### src/rtl/dht11_pkg.sv
// Shared types and default timing for the DHT11 sensor emulator.
// Optional feature macro used by the emulator: DHT11_ERR_INJECT_EN.
package dht11_pkg;

    localparam int FRAME_BITS = 40;
    localparam int US_W       = 15;

    localparam int DEF_CLK_HZ       = 100_000_000;
    localparam int DEF_START_MIN_US = 18_000;
    localparam int DEF_RESP_WAIT_US = 30;
    localparam int DEF_RESP_LOW_US  = 80;
    localparam int DEF_RESP_HIGH_US = 80;
    localparam int DEF_BIT_LOW_US   = 50;
    localparam int DEF_BIT0_HIGH_US = 28;
    localparam int DEF_BIT1_HIGH_US = 70;

    typedef enum logic [2:0] {
        IDLE,
        HOST_LOW,
        HOST_REL,
        RESP_LOW,
        RESP_HIGH,
        BIT_LOW,
        BIT_HIGH,
        END_LOW
    } dht_state_t;

    // Checksum is the byte sum with carries dropped.
    function automatic logic [7:0] calc_chk(
        input logic [7:0] a,
        input logic [7:0] b,
        input logic [7:0] c,
        input logic [7:0] d
    );
        return a + b + c + d;
    endfunction

endpackage

### src/rtl/dht11_sensor_emu_us_tick_gen.sv
// Free-running divider producing a one-clock tick every microsecond.
module us_tick_gen #(
    parameter int CLK_HZ = 100_000_000
) (
    input  logic i_clk,
    input  logic i_rst_n,
    output logic o_tick
);

    localparam int DIV = (CLK_HZ / 1_000_000 < 1) ? 1 : CLK_HZ / 1_000_000;
    localparam int CW  = (DIV > 1) ? $clog2(DIV) : 1;

    logic [CW-1:0] r_cnt;
    logic          w_last;

    assign w_last = (r_cnt == CW'(DIV - 1));
    assign o_tick = w_last;

    always_ff @(posedge i_clk or negedge i_rst_n) begin
        if (!i_rst_n) begin
            r_cnt <= '0;
        end else if (w_last) begin
            r_cnt <= '0;
        end else begin
            r_cnt <= r_cnt + 1'b1;
        end
    end

endmodule

### src/rtl/dht11_sensor_emu.sv
// DHT11 sensor-side responder: host start detect, preamble, 40 data bits, end-low.
// Define DHT11_ERR_INJECT_EN to add the inj_err checksum-corruption input.
module dht11_sensor_emu
    import dht11_pkg::*;
#(
    parameter int CLK_HZ       = DEF_CLK_HZ,
    parameter int START_MIN_US = DEF_START_MIN_US,
    parameter int RESP_WAIT_US = DEF_RESP_WAIT_US,
    parameter int RESP_LOW_US  = DEF_RESP_LOW_US,
    parameter int RESP_HIGH_US = DEF_RESP_HIGH_US,
    parameter int BIT_LOW_US   = DEF_BIT_LOW_US,
    parameter int BIT0_HIGH_US = DEF_BIT0_HIGH_US,
    parameter int BIT1_HIGH_US = DEF_BIT1_HIGH_US
) (
    input  logic       clk,
    input  logic       rst,
    input  logic       dht_in,
    output logic       dht_oe,
    output logic       dht_out,
    input  logic [7:0] hum_int,
    input  logic [7:0] hum_dec,
    input  logic [7:0] tmp_int,
    input  logic [7:0] tmp_dec,
`ifdef DHT11_ERR_INJECT_EN
    input  logic       inj_err,
`endif
    output logic       busy,
    output logic       frame_done,
    output logic       short_start
);

    localparam logic [US_W-1:0] L_START = US_W'(START_MIN_US);
    localparam logic [US_W-1:0] L_WAIT  = US_W'(RESP_WAIT_US);
    localparam logic [US_W-1:0] L_RL    = US_W'(RESP_LOW_US - 1);
    localparam logic [US_W-1:0] L_RH    = US_W'(RESP_HIGH_US - 1);
    localparam logic [US_W-1:0] L_BL    = US_W'(BIT_LOW_US - 1);
    localparam logic [US_W-1:0] L_B0    = US_W'(BIT0_HIGH_US - 1);
    localparam logic [US_W-1:0] L_B1    = US_W'(BIT1_HIGH_US - 1);
    localparam logic [5:0]      L_LAST  = 6'(FRAME_BITS - 1);

    logic                  w_tick;
    logic [1:0]            r_sync;
    logic                  r_prev;
    logic                  w_in;
    logic                  w_fall;
    logic                  w_rise;
    logic [7:0]            w_chk;
    logic [US_W-1:0]       w_bit_end;

    dht_state_t            r_state;
    logic [US_W-1:0]       r_us;
    logic [5:0]            r_bit;
    logic [FRAME_BITS-1:0] r_shift;
    logic                  r_oe;
    logic                  r_out;
    logic                  r_busy;
    logic                  r_done;
    logic                  r_short;

    us_tick_gen #(
        .CLK_HZ (CLK_HZ)
    ) u_tick (
        .i_clk   (clk),
        .i_rst_n (rst),
        .o_tick  (w_tick)
    );

    assign w_in   = r_sync[1];
    assign w_fall = r_prev & ~w_in;
    assign w_rise = ~r_prev & w_in;

`ifdef DHT11_ERR_INJECT_EN
    assign w_chk = calc_chk(hum_int, hum_dec, tmp_int, tmp_dec) ^ {7'd0, inj_err};
`else
    assign w_chk = calc_chk(hum_int, hum_dec, tmp_int, tmp_dec);
`endif

    assign w_bit_end = r_shift[FRAME_BITS-1] ? L_B1 : L_B0;

    assign dht_oe      = r_oe;
    assign dht_out     = r_out;
    assign busy        = r_busy;
    assign frame_done  = r_done;
    assign short_start = r_short;

    // Idle bus is pulled high, so the synchronizer resets to 1.
    always_ff @(posedge clk or negedge rst) begin
        if (!rst) begin
            r_sync <= 2'b11;
            r_prev <= 1'b1;
        end else begin
            r_sync <= {r_sync[0], dht_in};
            r_prev <= r_sync[1];
        end
    end

    always_ff @(posedge clk or negedge rst) begin
        if (!rst) begin
            r_state <= IDLE;
            r_us    <= '0;
            r_bit   <= '0;
            r_shift <= '0;
            r_oe    <= 1'b0;
            r_out   <= 1'b1;
            r_busy  <= 1'b0;
            r_done  <= 1'b0;
            r_short <= 1'b0;
        end else begin
            r_done  <= 1'b0;
            r_short <= 1'b0;
            unique case (r_state)
                IDLE: begin
                    if (w_fall) begin
                        r_state <= HOST_LOW;
                        r_us    <= '0;
                    end
                end
                HOST_LOW: begin
                    if (w_rise) begin
                        r_us <= '0;
                        if (r_us >= L_START) begin
                            r_state <= HOST_REL;
                            r_busy  <= 1'b1;
                            r_shift <= {hum_int, hum_dec, tmp_int, tmp_dec, w_chk};
                        end else begin
                            r_state <= IDLE;
                            r_short <= 1'b1;
                        end
                    end else if (w_tick && r_us != '1) begin
                        r_us <= r_us + 1'b1;
                    end
                end
                // Release is not tick-aligned: one extra tick keeps the wait >= nominal.
                HOST_REL: begin
                    if (w_tick) begin
                        if (r_us == L_WAIT) begin
                            r_state <= RESP_LOW;
                            r_us    <= '0;
                            r_oe    <= 1'b1;
                            r_out   <= 1'b0;
                        end else begin
                            r_us <= r_us + 1'b1;
                        end
                    end
                end
                RESP_LOW: begin
                    if (w_tick) begin
                        if (r_us == L_RL) begin
                            r_state <= RESP_HIGH;
                            r_us    <= '0;
                            r_out   <= 1'b1;
                        end else begin
                            r_us <= r_us + 1'b1;
                        end
                    end
                end
                RESP_HIGH: begin
                    if (w_tick) begin
                        if (r_us == L_RH) begin
                            r_state <= BIT_LOW;
                            r_us    <= '0;
                            r_bit   <= '0;
                            r_out   <= 1'b0;
                        end else begin
                            r_us <= r_us + 1'b1;
                        end
                    end
                end
                BIT_LOW: begin
                    if (w_tick) begin
                        if (r_us == L_BL) begin
                            r_state <= BIT_HIGH;
                            r_us    <= '0;
                            r_out   <= 1'b1;
                        end else begin
                            r_us <= r_us + 1'b1;
                        end
                    end
                end
                BIT_HIGH: begin
                    if (w_tick) begin
                        if (r_us == w_bit_end) begin
                            r_state <= (r_bit == L_LAST) ? END_LOW : BIT_LOW;
                            r_us    <= '0;
                            r_bit   <= r_bit + 1'b1;
                            r_shift <= {r_shift[FRAME_BITS-2:0], 1'b0};
                            r_out   <= 1'b0;
                        end else begin
                            r_us <= r_us + 1'b1;
                        end
                    end
                end
                END_LOW: begin
                    if (w_tick) begin
                        if (r_us == L_BL) begin
                            r_state <= IDLE;
                            r_us    <= '0;
                            r_oe    <= 1'b0;
                            r_out   <= 1'b1;
                            r_busy  <= 1'b0;
                            r_done  <= 1'b1;
                        end else begin
                            r_us <= r_us + 1'b1;
                        end
                    end
                end
                default: begin
                    r_state <= IDLE;
                    r_oe    <= 1'b0;
                    r_out   <= 1'b1;
                    r_busy  <= 1'b0;
                end
            endcase
        end
    end

endmodule
### config.mk
export PLATFORM = sky130hd
export DESIGN_NAME = dht11_sensor_emu
export DESIGN_NICKNAME = d
export VERILOG_FILES = /design/src/rtl/dht11_pkg.sv /design/src/rtl/dht11_sensor_emu_us_tick_gen.sv /design/src/rtl/dht11_sensor_emu.sv
export SDC_FILE = /design/constraint.sdc
export NUM_CORES = 1
export LEC_CHECK = 0
export CELL_PAD_IN_SITES_DETAIL_PLACEMENT = 1
export CELL_PAD_IN_SITES_GLOBAL_PLACEMENT = 1
export CORE_ASPECT_RATIO = 0.9
export CORE_MARGIN = 1
export CORE_UTILIZATION = 40
export CTS_CLUSTER_SIZE = 14
export DETAILED_ROUTE_END_ITERATION = 10
export HOLD_SLACK_MARGIN = 0.03
export PLACE_DENSITY = 0.79
export SLEW_MARGIN = 10
export SYNTH_ARGS = -nofsm -noshare
export SYNTH_HDL_FRONTEND = slang
export SYNTH_SLANG_ARGS = --single-unit
### constraint.sdc
create_clock -name clk -period 2.95 [get_ports clk]
set_input_delay 0.295 -clock clk [delete_from_list [all_inputs] [get_ports clk]]
set_output_delay 0.295 -clock clk [all_outputs]
set_load 0.1 [all_outputs]
# Word-level counts from Yosys, hierarchy flattened

Cells that the tools add are included.

Add/subtract/negate cells: 6
Order comparisons: 1
Equality and inequality tests: 33
Muxes and demuxes: 66
Bitwise gates (word level): 4
Reduce and logical (&&, ||, !) cells: 16

Operators by type and width:

| kind                                                             | number |
|---|---|
| 15-bit 2-to-1 mux                                                | 11 |
| 40-bit 2-to-1 mux                                                | 4 |
| 15-bit one-hot mux with 6 select lines                           | 1 |
| 40-bit one-hot mux with 2 select lines                           | 1 |
| 3-bit 2-to-1 mux                                                 | 14 |
| 2-bit != test, second input constant                             | 15 |
| 8-bit adder                                                      | 3 |
| 6-bit 2-to-1 mux                                                 | 4 |
| 3-bit one-hot mux with 8 select lines                            | 1 |
| 1-bit 2-to-1 mux                                                 | 22 |
| 5-bit AND reduction                                              | 4 |
| 15-bit by 1-bit adder with 15-bit output, second input constant  | 1 |
| 15-bit by 5-bit == test with 1-bit output, second input constant | 1 |
| 15-bit by 6-bit == test with 1-bit output, second input constant | 1 |
| 15-bit by 7-bit == test with 1-bit output                        | 1 |
| 15-bit by 7-bit == test with 1-bit output, second input constant | 1 |
| 15-bit >= comparator, second input constant                      | 1 |
| 15-bit != test, second input constant                            | 1 |
| 7-bit 2-to-1 mux                                                 | 2 |
| 14-bit AND reduction                                             | 1 |
| 3-bit == test, second input constant                             | 4 |
| 6-bit one-hot mux with 2 select lines                            | 1 |
| 11-bit AND reduction                                             | 1 |
| 2-bit nonzero test                                               | 4 |
| other kinds (18)                                                 | 26 |

Flip-flop bits (word level): 79
Input port bits: 35
Word-level logic and storage cells: 138

# Logic depth before layout (Yosys ltp)

Depth in word-level cells: 6
Gate-level depth with buffers: 13

# Hierarchy

A second synthesis with hierarchy kept.

Cells, all modules: 543
Area, all modules: 4,805.9 um^2

By module, submodules not included:

| module           | times used | cells each | area each (um^2) | sequential area each (um^2) |
|---|---|---|---|---|
| dht11_sensor_emu | 1          | 514        | 4,493.1          | 1,806.7 |
| us_tick_gen      | 1          | 29         | 312.8            | 175.2 |

# Worst setup path after synthesis

OpenSTA, ideal clock, no wires.

Kind: input to register
Start: input hum_int[1]
End: register r_shift[7]
Arrival time: 2,770 ps
Setup slack: 84 ps
Cell stages on the path: 13
Buffers on the path: 0
Path through: inv_1 -> fa_1 -> inv_1 -> fa_1 -> ha_1 -> inv_1 -> fa_1 -> nor2b_1 -> o31a_1 -> o21ai_0 -> a21oi_1 -> nor3b_1 -> o31ai_1

Word-level cells in the longest chain between the ends: 6

RTL lines:

| item                                   | RTL line                | source |
|---|---|---|
| start: declaration                     | dht11_sensor_emu.sv:20  | `input logic [7:0] hum_int,` |
| 8-bit adder (3 in a row)               | dht11_pkg.sv:35         | `return a + b + c + d;` |
| 40-bit 2-to-1 mux                      | dht11_sensor_emu.sv:121 | `if (r_us >= L_START) begin` |
| 40-bit 2-to-1 mux                      | dht11_sensor_emu.sv:119 | `if (w_rise) begin` |
| 40-bit one-hot mux with 2 select lines | dht11_sensor_emu.sv:111 | `unique case (r_state)` |
| end signal: assignment                 | dht11_sensor_emu.sv:124 | `r_shift <= {hum_int, hum_dec, tmp_int, tmp_dec, w_chk};` |
| end signal: assignment                 | dht11_sensor_emu.sv:186 | `r_shift <= {r_shift[FRAME_BITS-2:0], 1'b0};` |
| end: declaration                       | dht11_sensor_emu.sv:53  | `logic [FRAME_BITS-1:0] r_shift;` |

No other way between the ends. The select of a mux whose other input is x is not followed.
A chain may end at the register's enable or synchronous reset.

# Final worst setup path

Start: input tmp_int[2]
End: register r_shift[7]

Word-level cells in the longest chain between the ends: 5

RTL lines:

| item                                   | RTL line                | source |
|---|---|---|
| start: declaration                     | dht11_sensor_emu.sv:22  | `input logic [7:0] tmp_int,` |
| 8-bit adder (2 in a row)               | dht11_pkg.sv:35         |  |
| 40-bit 2-to-1 mux                      | dht11_sensor_emu.sv:121 |  |
| 40-bit 2-to-1 mux                      | dht11_sensor_emu.sv:119 |  |
| 40-bit one-hot mux with 2 select lines | dht11_sensor_emu.sv:111 |  |

No other way between the ends. The select of a mux whose other input is x is not followed.

==> results.sh <==
export IMPL_status="finished clean"
export IMPL_cts_sinks=79
export IMPL_cts_path_max_buffers=2
export IMPL_crit_path_end_kind="register"
export IMPL_rows=37
export IMPL_die_area_um2=12500
export IMPL_layout_nets=657
export IMPL_ys_flop_type="dfrtp_1"
export IMPL_cts_tree="yes"
export IMPL_worstPathRequired_ps=3200
export IMPL_grt_usage_pct=21.8
export IMPL_finalHoldViolations=0
export IMPL_syn_nets=600
export IMPL_critical_path_max_fanout=2
export IMPL_clk_latency_ps=340
export IMPL_pwr_share_comb_pct=26.2
export IMPL_ant_nets=0
export IMPL_clock_skew_ps=7.00
export IMPL_r2r_end="r_us[6]$_DFFE_PN0P_"
export IMPL_port_buffers=39
export IMPL_drc=0
export IMPL_gp_congestion=0.840
export IMPL_cp_arrival_ps=3120
export IMPL_grt_max_degree=80
export IMPL_avgSynthCellArea_um2=8.96
export IMPL_ys_ff_latch=79
export IMPL_antenna_found_initial=0
export IMPL_num_vias=4105
export IMPL_grt_overflow=0
export IMPL_cts_made_buffers=9
export IMPL_drv_slew=0
export IMPL_io_pin_count=40
export IMPL_final_util_pct=51.0
export IMPL_tightestPinTransition_ps=1010
export IMPL_cts_root_buf="clkbuf_16"
export IMPL_grt_pass1_wl_mm=21.6
export IMPL_power_switching_w=0.000980
export IMPL_ys_types=56
export IMPL_power_w=0.00308
export IMPL_nFillCells=1345
export IMPL_cp_start_kind="input pin"
export IMPL_dpl_hpwl_mm=9.36
export IMPL_design_area_um2=5900
export IMPL_synth_edf_count=0
export IMPL_area_delta_synth_final_pct=22.5
export IMPL_avgRoutedWirePerCell_um=17.2
export IMPL_postCtsHoldBufs=0
export IMPL_maxCapViolCount=0
export IMPL_max_freq_mhz=348
export IMPL_p_per_area_nw_per_um2=521
export IMPL_drt_iter0_drc=193
export IMPL_setup_viol=0
export IMPL_finalWorstPathRequiredPeriod_ps=2870
export IMPL_die_x_um=118
export IMPL_p_int_w=0.00210
export IMPL_r2r_start="r_us[6]$_DFFE_PN0P_"
export IMPL_synthCells=538
export IMPL_coreArea_um2=11600
export IMPL_seqPwrFrac_pct=39.9
export IMPL_ff2ff_path_depth=6
export IMPL_criticalPathCategory="in2reg"
export IMPL_synth_area_um2=4820
export IMPL_synth_warnings=0
export IMPL_final_layout_size_suffix_gt1_share_pct=15.5
export IMPL_reg2reg_setup_slack_ps=220
export IMPL_power_frac_clock_pct=34.0
export IMPL_die_h_um=106
export IMPL_clk_pin_slew_ps=60
export IMPL_initial_core_util_pct=41.6
export IMPL_hold_class="in2async"
export IMPL_final_cells=756
export IMPL_async_flop_share_pct=100
export IMPL_dp_cells=739
export IMPL_diodes=0
export IMPL_firstDrtPassIters=4
export IMPL_seq_area_frac_synth_pct=41.1
export IMPL_grt_pass1_vias=4345
export IMPL_wl_mm=13.0
export IMPL_period_share_pct=97.4
export IMPL_routed_via_density=5.43
export IMPL_slew_limit_headroom_pct=32.5
export IMPL_p_leak_nw=2.57
export IMPL_p_sw_share_pct=31.9
export IMPL_place_area_um2=5540
export IMPL_htreeDepth=3
export IMPL_vdd_drop_max_mv=0.250
## Yosys cell counts, drive strengths merged (2+ instances only)
cell type / instances / share of area (%)
nor4: 4 / 0.96
nor2: 49 / 3.8
ha: 13 / 3.4
dfstp: 4 / 2.2
a221o: 9 / 1.9
o21ai: 47 / 5.0
and2: 4 / 0.52
nor2b: 6 / 0.78
clkbuf: 17 / 1.3
o211ai: 10 / 1.6
or4: 2 / 0.31
xor2: 3 / 0.55
or3: 5 / 0.65
nand2b: 6 / 0.78
o311ai: 2 / 0.36
buf: 11 / 1.5
nand3b: 3 / 0.47
xnor2: 9 / 1.6
dfrtp: 75 / 39
a211oi: 4 / 0.62
nor3: 9 / 0.93
a21o: 3 / 0.47
nand2: 64 / 5.0
mux2: 5 / 1.2
nor3b: 2 / 0.31
o21a: 2 / 0.31
nor4b: 4 / 0.86
and3: 6 / 0.78
nand3: 21 / 2.2
nand4: 5 / 0.65
fa: 14 / 5.8
o2111ai: 2 / 0.36
or4b: 2 / 0.49
a21oi: 43 / 4.5
a2111oi: 3 / 0.93
o22ai: 3 / 0.39
inv: 46 / 3.6
mux2i: 13 / 2.7
## registers in the layout, indices dropped and copies added, names as in the netlist, 2 cells and up
name / flops
r_shift: 40
r_us: 15
u_tick.r_cnt: 7
r_bit: 6
r_state: 3
r_sync: 2
## through the flow
stage / TNS [ps] / hold slack (ps) / worst slack (ps)
floorplan: 0 / -0.591 / 84.3
CTS: 0 / 171 / 8.18
global placement: -1930 / 346 / -494
global route: -4.23 / 225 / -4.23
finish: 0 / 135 / 75.9
detailed placement: -2430 / 359 / -711
## power groups by stage
| stage | clock network (W) | registers [W] | logic (W) |
|---|---|---|---|
| after detailed placement | 0 | 0.00125 | 0.000728 |
| after floorplan | 0 | 0.00119 | 0.000499 |
| after CTS | 0.00107 | 0.00123 | 0.000766 |
| final | 0.00105 | 0.00123 | 0.000805 |
| after global placement | 0 | 0.00124 | 0.000683 |
| after global routing | 0.00111 | 0.00124 | 0.000895 |
## final cells by class
| cell class | count | area, µm² | area share [%] |
|---|---|---|---|
| Clock buffer | 13 | 250 | 4.24 |
| Inverter | 46 | 173 | 2.92 |
| Sequential cell | 79 | 1980 | 33.6 |
| Multi-Input combinational cell | 385 | 2630 | 44.6 |
| Tap cell | 156 | 195 | 3.31 |
| Clock inverter | 3 | 20.0 | 0.339 |
| Timing Repair Buffer | 74 | 649 | 11.0 |
## worst max-delay path, cell delays in order
cell and delay, ps:
clkdlybuf4s50_1 450, inv_1 70, fa_2 580, fa_1 470, fa_2 420, nor2b_2 130, o31a_1 190, o21ai_2 90
a21oi_2 150, nor3b_2 60, o31ai_1 220
## cell families (layout without fill, tap and decap cells)
group,Yosys count,after routing,share of synthesized area [%]
AND/OR/NAND/NOR,193,193,19.7
AO/OA/AOI/OAI,135,135,17.6
flip-flops,79,79,41.1
buffers and inverters,74,136,6.36
adder cells (fa/ha/maj),27,27,9.19
multiplexers,18,18,3.87
XOR/XNOR,12,12,2.18
## layer usage
metal	GRT usage (%)	vias up	share of wire, %	wire length (µm)
met5	0	-	0	0
li1	-	1976	-	-
met3	2.68	13	2.2	280
met1	28.5	2069	46	5990
met4	7.78	0	1.4	182
met2	37.1	47	50	6520
## cell usage in the layout (no fill, tap or decap), types with 5 or more instances in the layout
cell	synthesis	layout
a21oi_1	43	40
a221o_1	9	9
and3_1	6	6
buf_4	1	40
clkbuf_16	0	9
clkdlybuf4s50_1	0	26
dfrtp_1	75	75
dlygate4sd2_1	0	5
fa_1	14	11
ha_1	13	8
inv_1	46	35
inv_2	0	11
mux2i_1	13	13
nand2_1	64	64
nand2b_1	6	6
nand3_1	21	21
nand4_1	5	5
nor2_1	49	49
nor2b_1	6	5
nor3_1	9	8
o211ai_1	10	10
o21ai_0	12	11
o21ai_1	34	34
or3_1	5	5
xnor2_1	9	8
## worst max path at each step
stage | from | to | slack [ps] | cells past startpoint
finish | tmp_int[2] | r_shift[7]$_DFFE_PN0P_ | 80 | 11
global route | tmp_int[2] | r_shift[7]$_DFFE_PN0P_ | -4 | 11
global placement | hum_int[1] | r_shift[7]$_DFFE_PN0P_ | -490 | 14
floorplan | hum_int[1] | r_shift[7]$_DFFE_PN0P_ | 80 | 13
detailed placement | hum_int[1] | r_shift[7]$_DFFE_PN0P_ | -710 | 14
CTS | hum_int[0] | r_shift[7]$_DFFE_PN0P_ | 8 | 12
## what timing repair did
action | 4_1_cts | 5_1_grt
pin swaps | 12 | 15
buffers inserted | 1 | 0
resized for setup | 22 | 11
gates cloned | 0 | 0
setup endpoints to repair | 4 | 3
Note: power is estimated with default switching activity, not from simulation.
